`src/rtl/div_seq.sv`:
```
// div_seq: 8-bit unsigned sequential restoring divider.
//
// One quotient bit is produced per clock, MSB first, so a nonzero division
// spends 8 cycles in CALC and then one cycle in DONE. A zero divisor skips
// CALC entirely and reports quotient 8'hFF, remainder = dividend.
//
// Ports:
//   clk       in   rising-edge clock
//   rst_n     in   asynchronous active-low reset
//   start     in   request pulse, accepted in IDLE or DONE, ignored in CALC
//   dividend  in   8-bit unsigned dividend, sampled with start
//   divisor   in   8-bit unsigned divisor, sampled with start
//   quotient  out  registered quotient, held until the next accepted start
//   remainder out  registered remainder, held until the next accepted start
//   busy      out  high while in CALC
//   done      out  one-cycle pulse in DONE; results valid
//   div_zero  out  last accepted divisor was zero; held with results
module div_seq (
  input  logic       clk,
  input  logic       rst_n,
  input  logic       start,
  input  logic [7:0] dividend,
  input  logic [7:0] divisor,
  output logic [7:0] quotient,
  output logic [7:0] remainder,
  output logic       busy,
  output logic       done,
  output logic       div_zero
);

  typedef enum logic [1:0] {
    IDLE = 2'd0,
    CALC = 2'd1,
    DONE = 2'd2
  } state_t;

  state_t     state_q, state_d;
  logic [2:0] cnt_q,   cnt_d;
  logic [7:0] dvd_q,   dvd_d;   // dividend bits still to consume; quotient bits shift in at the bottom
  logic [7:0] dvs_q,   dvs_d;
  logic [8:0] prem_q,  prem_d;  // 9-bit partial remainder
  logic [7:0] quo_q,   quo_d;
  logic [7:0] rem_q,   rem_d;
  logic       dz_q,    dz_d;

  // Restoring step. The trial is done one bit wider than the shifted
  // partial remainder so its top bit is a clean borrow flag.
  logic [9:0] shifted;
  logic [9:0] trial;
  logic       step_ok;
  logic [8:0] prem_next;
  logic [7:0] quo_next;

  always_comb begin
    shifted   = {prem_q, dvd_q[7]};
    trial     = shifted - {2'b00, dvs_q};
    step_ok   = ~trial[9];
    prem_next = step_ok ? trial[8:0] : shifted[8:0];
    quo_next  = {dvd_q[6:0], step_ok};
  end

  always_comb begin
    state_d = state_q;
    cnt_d   = cnt_q;
    dvd_d   = dvd_q;
    dvs_d   = dvs_q;
    prem_d  = prem_q;
    quo_d   = quo_q;
    rem_d   = rem_q;
    dz_d    = dz_q;

    unique case (state_q)
      IDLE, DONE: begin
        state_d = IDLE;
        if (start) begin
          dvd_d  = dividend;
          dvs_d  = divisor;
          dz_d   = 1'b0;
          cnt_d  = '0;
          prem_d = '0;
          if (divisor == 8'd0) begin
            state_d = DONE;
            quo_d   = '1;
            rem_d   = dividend;
            dz_d    = 1'b1;
          end else begin
            state_d = CALC;
          end
        end
      end

      CALC: begin
        prem_d = prem_next;
        dvd_d  = quo_next;
        cnt_d  = cnt_q + 3'd1;
        if (cnt_q == 3'd7) begin
          state_d = DONE;
          quo_d   = quo_next;
          rem_d   = prem_next[7:0];
        end
      end

      default: begin
        state_d = IDLE;
      end
    endcase
  end

  always_ff @(posedge clk or negedge rst_n) begin
    if (!rst_n) begin
      state_q <= IDLE;
      cnt_q   <= '0;
      dvd_q   <= '0;
      dvs_q   <= '0;
      prem_q  <= '0;
      quo_q   <= '0;
      rem_q   <= '0;
      dz_q    <= 1'b0;
    end else begin
      state_q <= state_d;
      cnt_q   <= cnt_d;
      dvd_q   <= dvd_d;
      dvs_q   <= dvs_d;
      prem_q  <= prem_d;
      quo_q   <= quo_d;
      rem_q   <= rem_d;
      dz_q    <= dz_d;
    end
  end

  assign quotient  = quo_q;
  assign remainder = rem_q;
  assign div_zero  = dz_q;
  assign busy      = (state_q == CALC);
  assign done      = (state_q == DONE);

endmodule
```
`config.mk`:
```
export PLATFORM = sky130hd
export DESIGN_NAME = div_seq
export DESIGN_NICKNAME = d
export VERILOG_FILES = /design/src/rtl/div_seq.sv
export SDC_FILE = /design/constraint.sdc
export NUM_CORES = 1
export LEC_CHECK = 0
export ABC_CLOCK_PERIOD_IN_PS = 5450
export CAP_MARGIN = 10
export CELL_PAD_IN_SITES_DETAIL_PLACEMENT = 1
export CELL_PAD_IN_SITES_GLOBAL_PLACEMENT = 1
export CORE_ASPECT_RATIO = 0.9
export CORE_MARGIN = 8
export CORE_UTILIZATION = 40
export DETAILED_ROUTE_END_ITERATION = 10
export GPL_TIMING_DRIVEN = 0
export PLACE_DENSITY = 0.75
export SLEW_MARGIN = 20
export SYNTH_ARGS = -nofsm -noshare
export SYNTH_HDL_FRONTEND = slang
export SYNTH_SLANG_ARGS = --single-unit
```
`constraint.sdc`:
```
create_clock -name clk -period 5.45 [get_ports clk]
set_input_delay 0.8175 -clock clk [delete_from_list [all_inputs] [get_ports clk]]
set_output_delay 0.8175 -clock clk [all_outputs]
set_load 0.02 [all_outputs]
```
### After elaboration in Yosys (flattened, before gate mapping)

Index checks and enable logic that the tools add are counted.

| word-level totals | value |
|---|---|
| register bits | 47 |
| output and inout port bits | 19 |
| word-level logic and storage cells | 44 |
| bits of input ports | 19 |

| cells by class | value |
|---|---|
| equal/unequal tests | 6 |
| muxes and demuxes | 20 |
| $add $sub $neg | 2 |
| bitwise gates (word level) | 1 |
| reductions and logical operators | 7 |

Operator list:

| cell | number |
|---|---|
| 8-bit 2-to-1 mux | 7 |
| 8-bit one-hot mux with 2 select lines | 3 |
| 9-bit 2-to-1 mux | 2 |
| 9-bit one-hot mux with 2 select lines | 1 |
| 10-bit by 8-bit subtractor with 10-bit output | 1 |
| 8-bit zero test | 1 |
| 2-bit 2-to-1 mux | 3 |
| 3-bit one-hot mux with 2 select lines | 1 |
| 2-bit inequality test, second input constant | 2 |
| 2-bit one-hot mux with 2 select lines | 1 |
| 2-bit AND reduction | 2 |
| 4-bit AND reduction | 1 |
| 3-bit by 1-bit adder with 3-bit output, second input constant | 1 |
| 3-bit equality test, second input constant | 1 |
| 3-bit 2-to-1 mux | 1 |
| 2-bit by 1-bit equality test with 1-bit output, second input constant | 1 |
| 2-bit equality test, second input constant | 1 |
| 2-bit zero test | 1 |
| 2-bit by 1-bit inequality test with 1-bit output, second input constant | 1 |
| 2-bit nonzero test | 1 |
| 2-bit OR reduction | 1 |
| 1-bit 2-to-1 mux | 1 |
| 1-bit NOT | 1 |

### Depth between registers and ports, before layout

Gate-level depths: netlist of run 1.

| depth | value |
|---|---|
| depth in word-level cells | 4 |
| gate-level depth with buffers | 10 |
| mapped depth without buffers | 10 |

### Least setup slack after synthesis of run 1

OpenSTA, ideal clock, no wires.

| path | value |
|---|---|
| path type | input -> register |
| start | input port divisor[5] |
| end | register rem_q[2], in the netlist remainder[2] |
| stages | 6 |
| setup slack | 3.290 ns |
| arrival time | 2.080 ns |
| setup time | 0.080 ns |
| buffers on the path | 0 |
| required time | 5.370 ns |
| path through | nor4_1 nand3_1 nand2_1 nor2_1 or4_1 o211ai_2 |

| on the way | value |
|---|---|
| longest elaborated chain between the ends | 3 |

Ends and longest elaborated chain:

| element | RTL line | source |
|---|---|---|
| start, declared | 23 | `input logic [7:0] divisor,` |
| 8-bit zero test | 81 | `if (divisor == 8'd0) begin` |
| 2-bit inequality test (no source line) | -- |  |
| 4-bit AND reduction (no source line) | -- |  |
| end signal, assigned | 126 | `rem_q <= rem_d;` |
| end, declared | 43 | `logic [7:0] rem_q, rem_d;` |

No other way between the ends.
A chain may end at the register's enable or synchronous reset.

### Worst setup path in the final report of run 1

| path | value |
|---|---|
| start | register state_q[1] |
| end | output port busy |

| on the way | value |
|---|---|
| longest elaborated chain between the ends | 1 |

Ends and longest elaborated chain:

| element | RTL line | source |
|---|---|---|
| start, declared | 37 | `state_t state_q, state_d;` |
| start signal, assigned | 120 | `state_q <= state_d;` |
| 2-bit by 1-bit equality test with 1-bit output | 134 | `assign busy = (state_q == CALC);` |
| end, declared | 26 | `output logic busy,` |

No other way between the ends.

==> results of run 1 <==
## cells in the mapped netlist, drive strengths merged, types with 3 or more instances
master	count	share of area, %
nand3	4	0.81
nand4b	7	2.5
dfrtp	47	47
nand2	34	5.1
a31oi	10	2.5
a21o	4	1.2
inv	9	1.4
a22o	3	1.1
and3	4	1.0
nor3	4	0.81
nor2b	3	0.76
nor2	22	3.4
o211ai	4	1.4
xnor2	4	1.4
ha	10	5.0
mux2i	3	1.2
o21a	5	1.5
o21ai	15	3.0
clkbuf	12	1.8
a21oi	19	4.0
o22ai	3	1.3
## state kept, by name, indices dropped and copies added, names as in the netlist
signal,count
quotient,8
div_zero,1
dvd_q,8
dvs_q,8
state_q,2
remainder,8
prem_q,9
cnt_q,3
## area by class of cell
class	instances	area, sq um	share of cell area [%]
plain buffers	14	61.3	1.99
flip-flops and latches	47	1180	38.2
clock inverters	2	35.0	1.14
multi-input cells	187	1210	39.3
inverters	10	37.5	1.22
repair buffers	38	385	12.5
well taps	72	90.1	2.93
clock buffers	6	82.6	2.69
## cell families (layout without fill, tap and decap cells)
family | after synthesis | after routing | share of synthesized area (%)
AND/OR/NAND/NOR | 88 | 88 | 17.6
buffers and inverters | 24 | 70 | 3.98
XOR/XNOR | 5 | 5 | 1.76
flip-flops | 47 | 47 | 47.4
adder cells (fa/ha/maj) | 11 | 11 | 5.85
multiplexers | 3 | 3 | 1.21
AO/OA/AOI/OAI | 80 | 80 | 22.2
## layout by cell type, fill, tap and decap left out, types with 5 or more instances in the layout
cell type | Yosys | final
clkbuf_8 | 0 | 6
clkdlybuf4s50_1 | 0 | 36
nand2_1 | 34 | 34
a21oi_1 | 18 | 18
clkbuf_1 | 12 | 12
inv_1 | 9 | 9
o21ai_0 | 15 | 15
a31oi_1 | 10 | 10
o21a_1 | 5 | 5
nand4b_1 | 7 | 7
dfrtp_1 | 47 | 47
nor2_1 | 21 | 21
ha_1 | 10 | 10
## worst max path at each step
stage,depth (start not counted),from,slack (ps),endpoint
after floorplan,6,divisor[5],3290,remainder[2]$_DFFE_PN0P_
after global placement,1,rst_n,2130,cnt_q[1]$_DFFE_PN0P_
after detailed placement,7,divisor[5],2240,remainder[2]$_DFFE_PN0P_
after CTS,4,state_q[1]$_DFFE_PN0N_,2330,busy
after global routing,4,state_q[1]$_DFFE_PN0N_,2200,busy
final,4,state_q[1]$_DFFE_PN0N_,2310,busy
## layer usage
| metal | part of all wire [%] | up-vias |
|---|---|---|
| met4 | 0.88 | 0 |
| li1 | - | 1026 |
| met2 | 46 | 53 |
| met5 | 0 | - |
| met3 | 4.3 | 7 |
| met1 | 48 | 1086 |
## power by group
part | internal (mW) | switching [mW]
Combinational | 0.625 | 0.804
Clock | 0.149 | 0.121
Sequential | 0.516 | 0.110
## worst register-to-register path, delay by kind of cell, from the launching register on
kind,cells,cell delay (ps)
AND/OR/NAND/NOR,3,1040
buffers and inverters,1,120
AO/OA/AOI/OAI,3,600
adder cells (fa/ha/maj),1,240
flip-flops,1,370
## stage by stage
step	utilization, %	hold WS [ps]	power [mW]	area (sq um)
6_report	50.9	463	2.32	3080
5_1_grt	50.9	491	2.52	3080
4_1_cts	50.9	473	2.34	3080
3_5_place_dp	48.9	475	2.06	2960
3_3_place_gp	48.7	461	2.01	2940
2_1_floorplan	-	450	1.63	2480
==> out/metrics.yaml, run 1 <==
run_status:
  status: "finished clean"
synthesis:
  synthArstFlopShare_pct: 100
  yosysSeqAreaShare_pct: 47.4
  netlist_instances: 258
  syn-num-nets: 288
  ys_types: 49
  syn_area_per_cell_sq_um: 9.62
  netlist_area_sq_um: 2480
  synthFlopType: "dfrtp_1"
  synth_edf_count: 0
  yosysWarnings: 0
  ys_ff_latch: 47
route:
  wl_mm: 7.29
  viasPerCell: 5.78
  postRouteAntennaNets: 0
  drc: 0
  dr.first_iter.drc_count: 107
  firstDrtPassIters: 4
  via_count: 2172
  routedWlPerCell_microns: 19.4
sta:
  hold_viol: 0
  slew_headroom_pct: 58.6
  fin_crit_sh_pct: 57.6
  finalSetupTns_ps: 0
  rsz0062_at_grt: "false"
  worst_slew_pin_slew_ps: 616
  setup_viol: 0
  fin_ws_ps: 2310
  clock_skew_ps: 5.89
  maxSlewViolCount: 0
  max_freq_ghz: 0.318
  period_minus_slack_ps: 3140
clock_tree:
  htreeDepth: 2
  postCtsHoldBufs: 0
  cts-resized-gates: 0
  post_cts_buffers: 0
  root_buffer: "clkbuf_8"
  numCtsBuffers: 5
  cts_sinks: 47
  cts_buffer_depth: 2
  cts_tree: "built"
  clk_latency_ps: 300
  cts.clk_slew.worst_paths_ps: 90
placement:
  dp_cells: 368
  post-place-ws_ps: 2240
  io_buffers: 37
  dp_hpwl_mm: 5.52
  globalplace.congestion: 0.795
grt:
  grt_first_pass_wirelength_mm: 12.4
  grt_use_met1_pct: 23.4
  track_usage_pct: 17.3
  grt-ovfl-total: 0
  use_met2_pct: 27.7
  grt_busiest_layer: "met2"
  met3_usage_pct: 3.31
  grt_max_degree: 30
  antenna_found_initial: 0
  grt_pass1_vias: 2324
setup_path:
  reg2reg_from: "dvs_q[1]$_DFFE_PN0P_"
  cpMaxStageDelayCell: "clkdlybuf4s50_1"
  crit_path_max_incr_delay_ps: 710
  worstPathArrival_ps: 2320
  reg2reg_slack_ps: 3010
  worstSetupPathType: "reg2out"
  path_cells: "nand2b_1, clkinv_1, clkbuf_1, clkdlybuf4s50_1"
  cp-start-kind: "flop"
  path_max_fanout: 10
  required_ps: 4630
  path_delay_family: "buffers and inverters"
  reg2reg_depth: 8
  critical_path_buf_inv_count: 3
  reg2reg_to: "remainder[2]$_DFFE_PN0P_"
  endpoint_kind: "primary output"
layout:
  num-fill-cells: 688
  n_antenna_cell: 0
  syn2layout_area_growth_pct: 23.9
  stdcell_count: 376
  drive_gt1_share_pct: 6.58
  nets: 333
floorplanning:
  io_pins: 38
  die_h_microns: 90.7
  dieWidth_microns: 99.0
  row_count: 27
  initial_utilization_pct: 41.1
  die_area_sq_um: 8990
  coreArea_sq_um: 6050
pwr:
  leakage_nw: 1.30
  ir_drop_mv: 0.283
  power_density_nw_per_um2: 756
job:
  maxCapViolations: 0
worst_hold_path:
  hold_path.class: "in2async"
No activity file was read; power rests on OpenSTA's default activity.
==> inputs of run 2 (changes only) <==
--- a/config.mk
+++ b/config.mk
@@ -5,16 +5,16 @@
 export SDC_FILE = /design/constraint.sdc
 export NUM_CORES = 1
 export LEC_CHECK = 0
-export ABC_CLOCK_PERIOD_IN_PS = 5450
+export ABC_CLOCK_PERIOD_IN_PS = 2640
 export CAP_MARGIN = 10
 export CELL_PAD_IN_SITES_DETAIL_PLACEMENT = 1
 export CELL_PAD_IN_SITES_GLOBAL_PLACEMENT = 1
 export CORE_ASPECT_RATIO = 0.9
 export CORE_MARGIN = 8
-export CORE_UTILIZATION = 40
+export CORE_UTILIZATION = 37
 export DETAILED_ROUTE_END_ITERATION = 10
 export GPL_TIMING_DRIVEN = 0
-export PLACE_DENSITY = 0.75
+export PLACE_DENSITY = 0.73
 export SLEW_MARGIN = 20
 export SYNTH_ARGS = -nofsm -noshare
 export SYNTH_HDL_FRONTEND = slang
==> constraint.sdc (replaced) <==
create_clock -name clk -period 2.64 [get_ports clk]
set_input_delay 0.396 -clock clk [delete_from_list [all_inputs] [get_ports clk]]
set_output_delay 0.396 -clock clk [all_outputs]
set_load 0.02 [all_outputs]
==> run 2 against run 1 <==
Worst setup slack worse by 2200 ps. Design area is 0.81% lower. Routed wire length is 0.86% lower. Sequential share of layout area grew 0.31 points. Combinational power rose by 110%. Via count decreased by 0.92%. Clock skew rose by 5.1 ps. Utilization decreased by 4.3 points. Critical path type unchanged. Largest cell class unchanged.
==> out/metrics.yaml, run 2 (synthesis results as in run 1) <==
route:
  via_count: 2152  # -0.92%
  drc: 0  # unchanged
  wl_mm: 7.23  # -0.86%
  firstDrtPassIters: 4  # unchanged
  postRouteAntennaNets: 0  # unchanged
  routedWlPerCell_microns: 18.4  # -4.9%
  dr.first_iter.drc_count: 109  # +1.9%
  viasPerCell: 5.49  # -5.0%
layout:
  seq_area_sq_um: 1180  # unchanged
  layout_commonest_cell: "dfrtp_1"
  largest_reg_flops: 9  # unchanged
  final_util_pct: 46.6  # -4.3 points
  syn2layout_area_growth_pct: 22.9
  drive_gt1_share_pct: 6.62  # +0.044 points
  nets: 332  # -0.30%
  stdcell_count: 392  # +4.3%
  multiInputGateArea_sq_um: 1210  # unchanged
  final_cell_mix: "47 x dfrtp_1, 36 x clkdlybuf4s50_1, 34 x nand2_1, 21 x nor2_1, 18 x a21oi_1"
  regMostFlops: "prem_q"
  num-fill-cells: 768  # +12%
  n_antenna_cell: 0  # unchanged
setup_path:
  worstSetupPathType: "reg2out"
  required_ps: 2240  # -2390 ps
  path_max_fanout: 10  # unchanged
  reg2reg_from: "prem_q[0]$_DFFE_PN0P_"
  cp-start-kind: "flop"
  crit_path_max_incr_delay_ps: 650  # -60 ps
  worstPathArrival_ps: 2130  # -190 ps
  path_delay_family: "buffers and inverters"
  path_cells: "nand2b_1, clkinvlp_4, buf_2, clkdlybuf4s50_1"
  endpoint_kind: "primary output"
  crit_start: "state_q[1]$_DFFE_PN0N_"
  cpMaxStageDelayCell: "clkdlybuf4s50_1"
  critical_path_buf_inv_count: 3  # unchanged
clock_tree:
  numCtsBuffers: 5  # unchanged
  clk_latency_ps: 300  # about the same
  htreeDepth: 2  # unchanged
  cts-resized-gates: 1  # +1
  cts_buffer_depth: 2  # unchanged
  postCtsHoldBufs: 0  # unchanged
  post_cts_buffers: 0  # unchanged
  cts_sinks: 47  # unchanged
  cts_tree: "built"
  cts.clk_slew.worst_paths_ps: 90  # about the same
  root_buffer: "clkbuf_8"
floorplanning:
  row_count: 28  # +3.7%
  die_h_microns: 93.7  # +3.3%
  coreArea_sq_um: 6550  # +8.3%
  dieWidth_microns: 102  # +3.3%
  io_pins: 38  # unchanged
  die_area_sq_um: 9590  # +6.7%
  initial_utilization_pct: 37.9  # -3.2 points
pwr:
  switching_power_mw: 2.14  # +110%
  ir_drop_mv: 0.479  # +69%
  p_comb_share_pct: 63.1  # +1.6 points
  internal_power_mw: 2.54  # +97%
  power_frac_clock_pct: 9.2  # -2.4 points
  power_density_nw_per_um2: 1530  # +100%
  switching_share_pct: 45.8  # +1.2 points
  leakage_nw: 1.28  # -1.9%
  pwr-share-seq_pct: 27.6  # +0.7 points
placement:
  dp_cells: 385  # +4.6%
  globalplace.congestion: 0.783  # -1.5%
  io_buffers: 37  # unchanged
  post-place-ws_ps: -175  # -2410 ps
  dp_hpwl_mm: 5.40  # -2.2%
sta:
  worst_slew_pin_slew_ps: 678  # +62.8 ps
  rsz0062_at_grt: "false"
  maxSlewViolCount: 0  # unchanged
  max_freq_ghz: 0.396
  slew_headroom_pct: 54.4  # -4.2 points
  period_minus_slack_ps: 2520
  clock_skew_ps: 11.0  # +5.08 ps
  setup_viol: 0  # unchanged
  fin_crit_sh_pct: 95.6
  hold_viol: 0  # unchanged
  fin_ws_ps: 116  # -2190 ps
job:
  maxCapViolations: 0  # unchanged
grt:
  grt_pass1_vias: 2337  # +0.56%
  track_usage_pct: 16.4  # -0.94 points
  antenna_found_initial: 0  # unchanged
  grt_first_pass_wirelength_mm: 12.2  # -2.1%
  grt_max_degree: 48  # +60%
  grt-ovfl-total: 0  # unchanged
run_status:
  status: "finished clean"
worst_hold_path:
  hold_path.class: "in2async"
-- run 2: per-stage QoR --
stage	power [mW]	hold slack (ps)	TNS (ps)	area, sq um
floorplan	3.36	100	0	2480
global placement	4.16	462	-15190	2970
detailed placement	4.25	458	-609	2960
CTS	4.71	126	0	3050
global route	5.09	148	0	3050
finish	4.68	101	0	3050
-- run 2: metal layers --
layer  share of wire (%)  wire [microns]  up-vias  global-route usage (%)
met1                  49            3530     1075                    22.6
met3                 4.7             340       10                    3.41
met2                  45            3240       44                    24.7
li1                    -               -     1023                       -
met4                 1.6             115        0                    5.62
met5                   0               0        -                       0
-- run 2: power by group through the flow --
stage / Clock (mW) / Combinational [mW] / Sequential [mW]
2_1_floorplan: 0 / 1.99 / 1.37
5_1_grt: 0.478 / 3.27 / 1.34
6_report: 0.433 / 2.95 / 1.29
3_5_place_dp: 0 / 2.94 / 1.31
3_3_place_gp: 0 / 2.86 / 1.30
4_1_cts: 0.444 / 2.97 / 1.30
-- run 2: area by class of cell --
type	instances	share of cell area [%]
repair buffers	37	12.1
flip-flops and latches	47	38.6
clock inverters	2	0.451
inverters	10	1.35
clock buffers	5	2.26
well taps	90	3.69
multi-input cells	187	39.6
plain buffers	14	2.05
-- run 2: path summary, 6_finish.rpt --
check / end / slack, ps / cells after the start
worst min register to register: div_zero$_DFFE_PN0P_ / 490 / 2
max in group asynchronous: prem_q[4]$_DFFE_PN0P_ / 2110 / 1
worst min-delay path: dvs_q[7]$_DFFE_PN0P_ / 100 / 1
worst max-delay path: busy / 120 / 4
worst max register to register: prem_q[1]$_DFFE_PN0P_ / 230 / 7
min in group clk: div_zero$_DFFE_PN0P_ / 490 / 2
-- run 2: worst reg2reg max path, stage by stage (launching register included) --
cell and delay [ps]:
dfrtp_1 430, ha_1 280, nor2b_1 220, o2111ai_1 230, and4b_4 270, o22ai_4 330
mux2i_1 360, o21ai_0 140
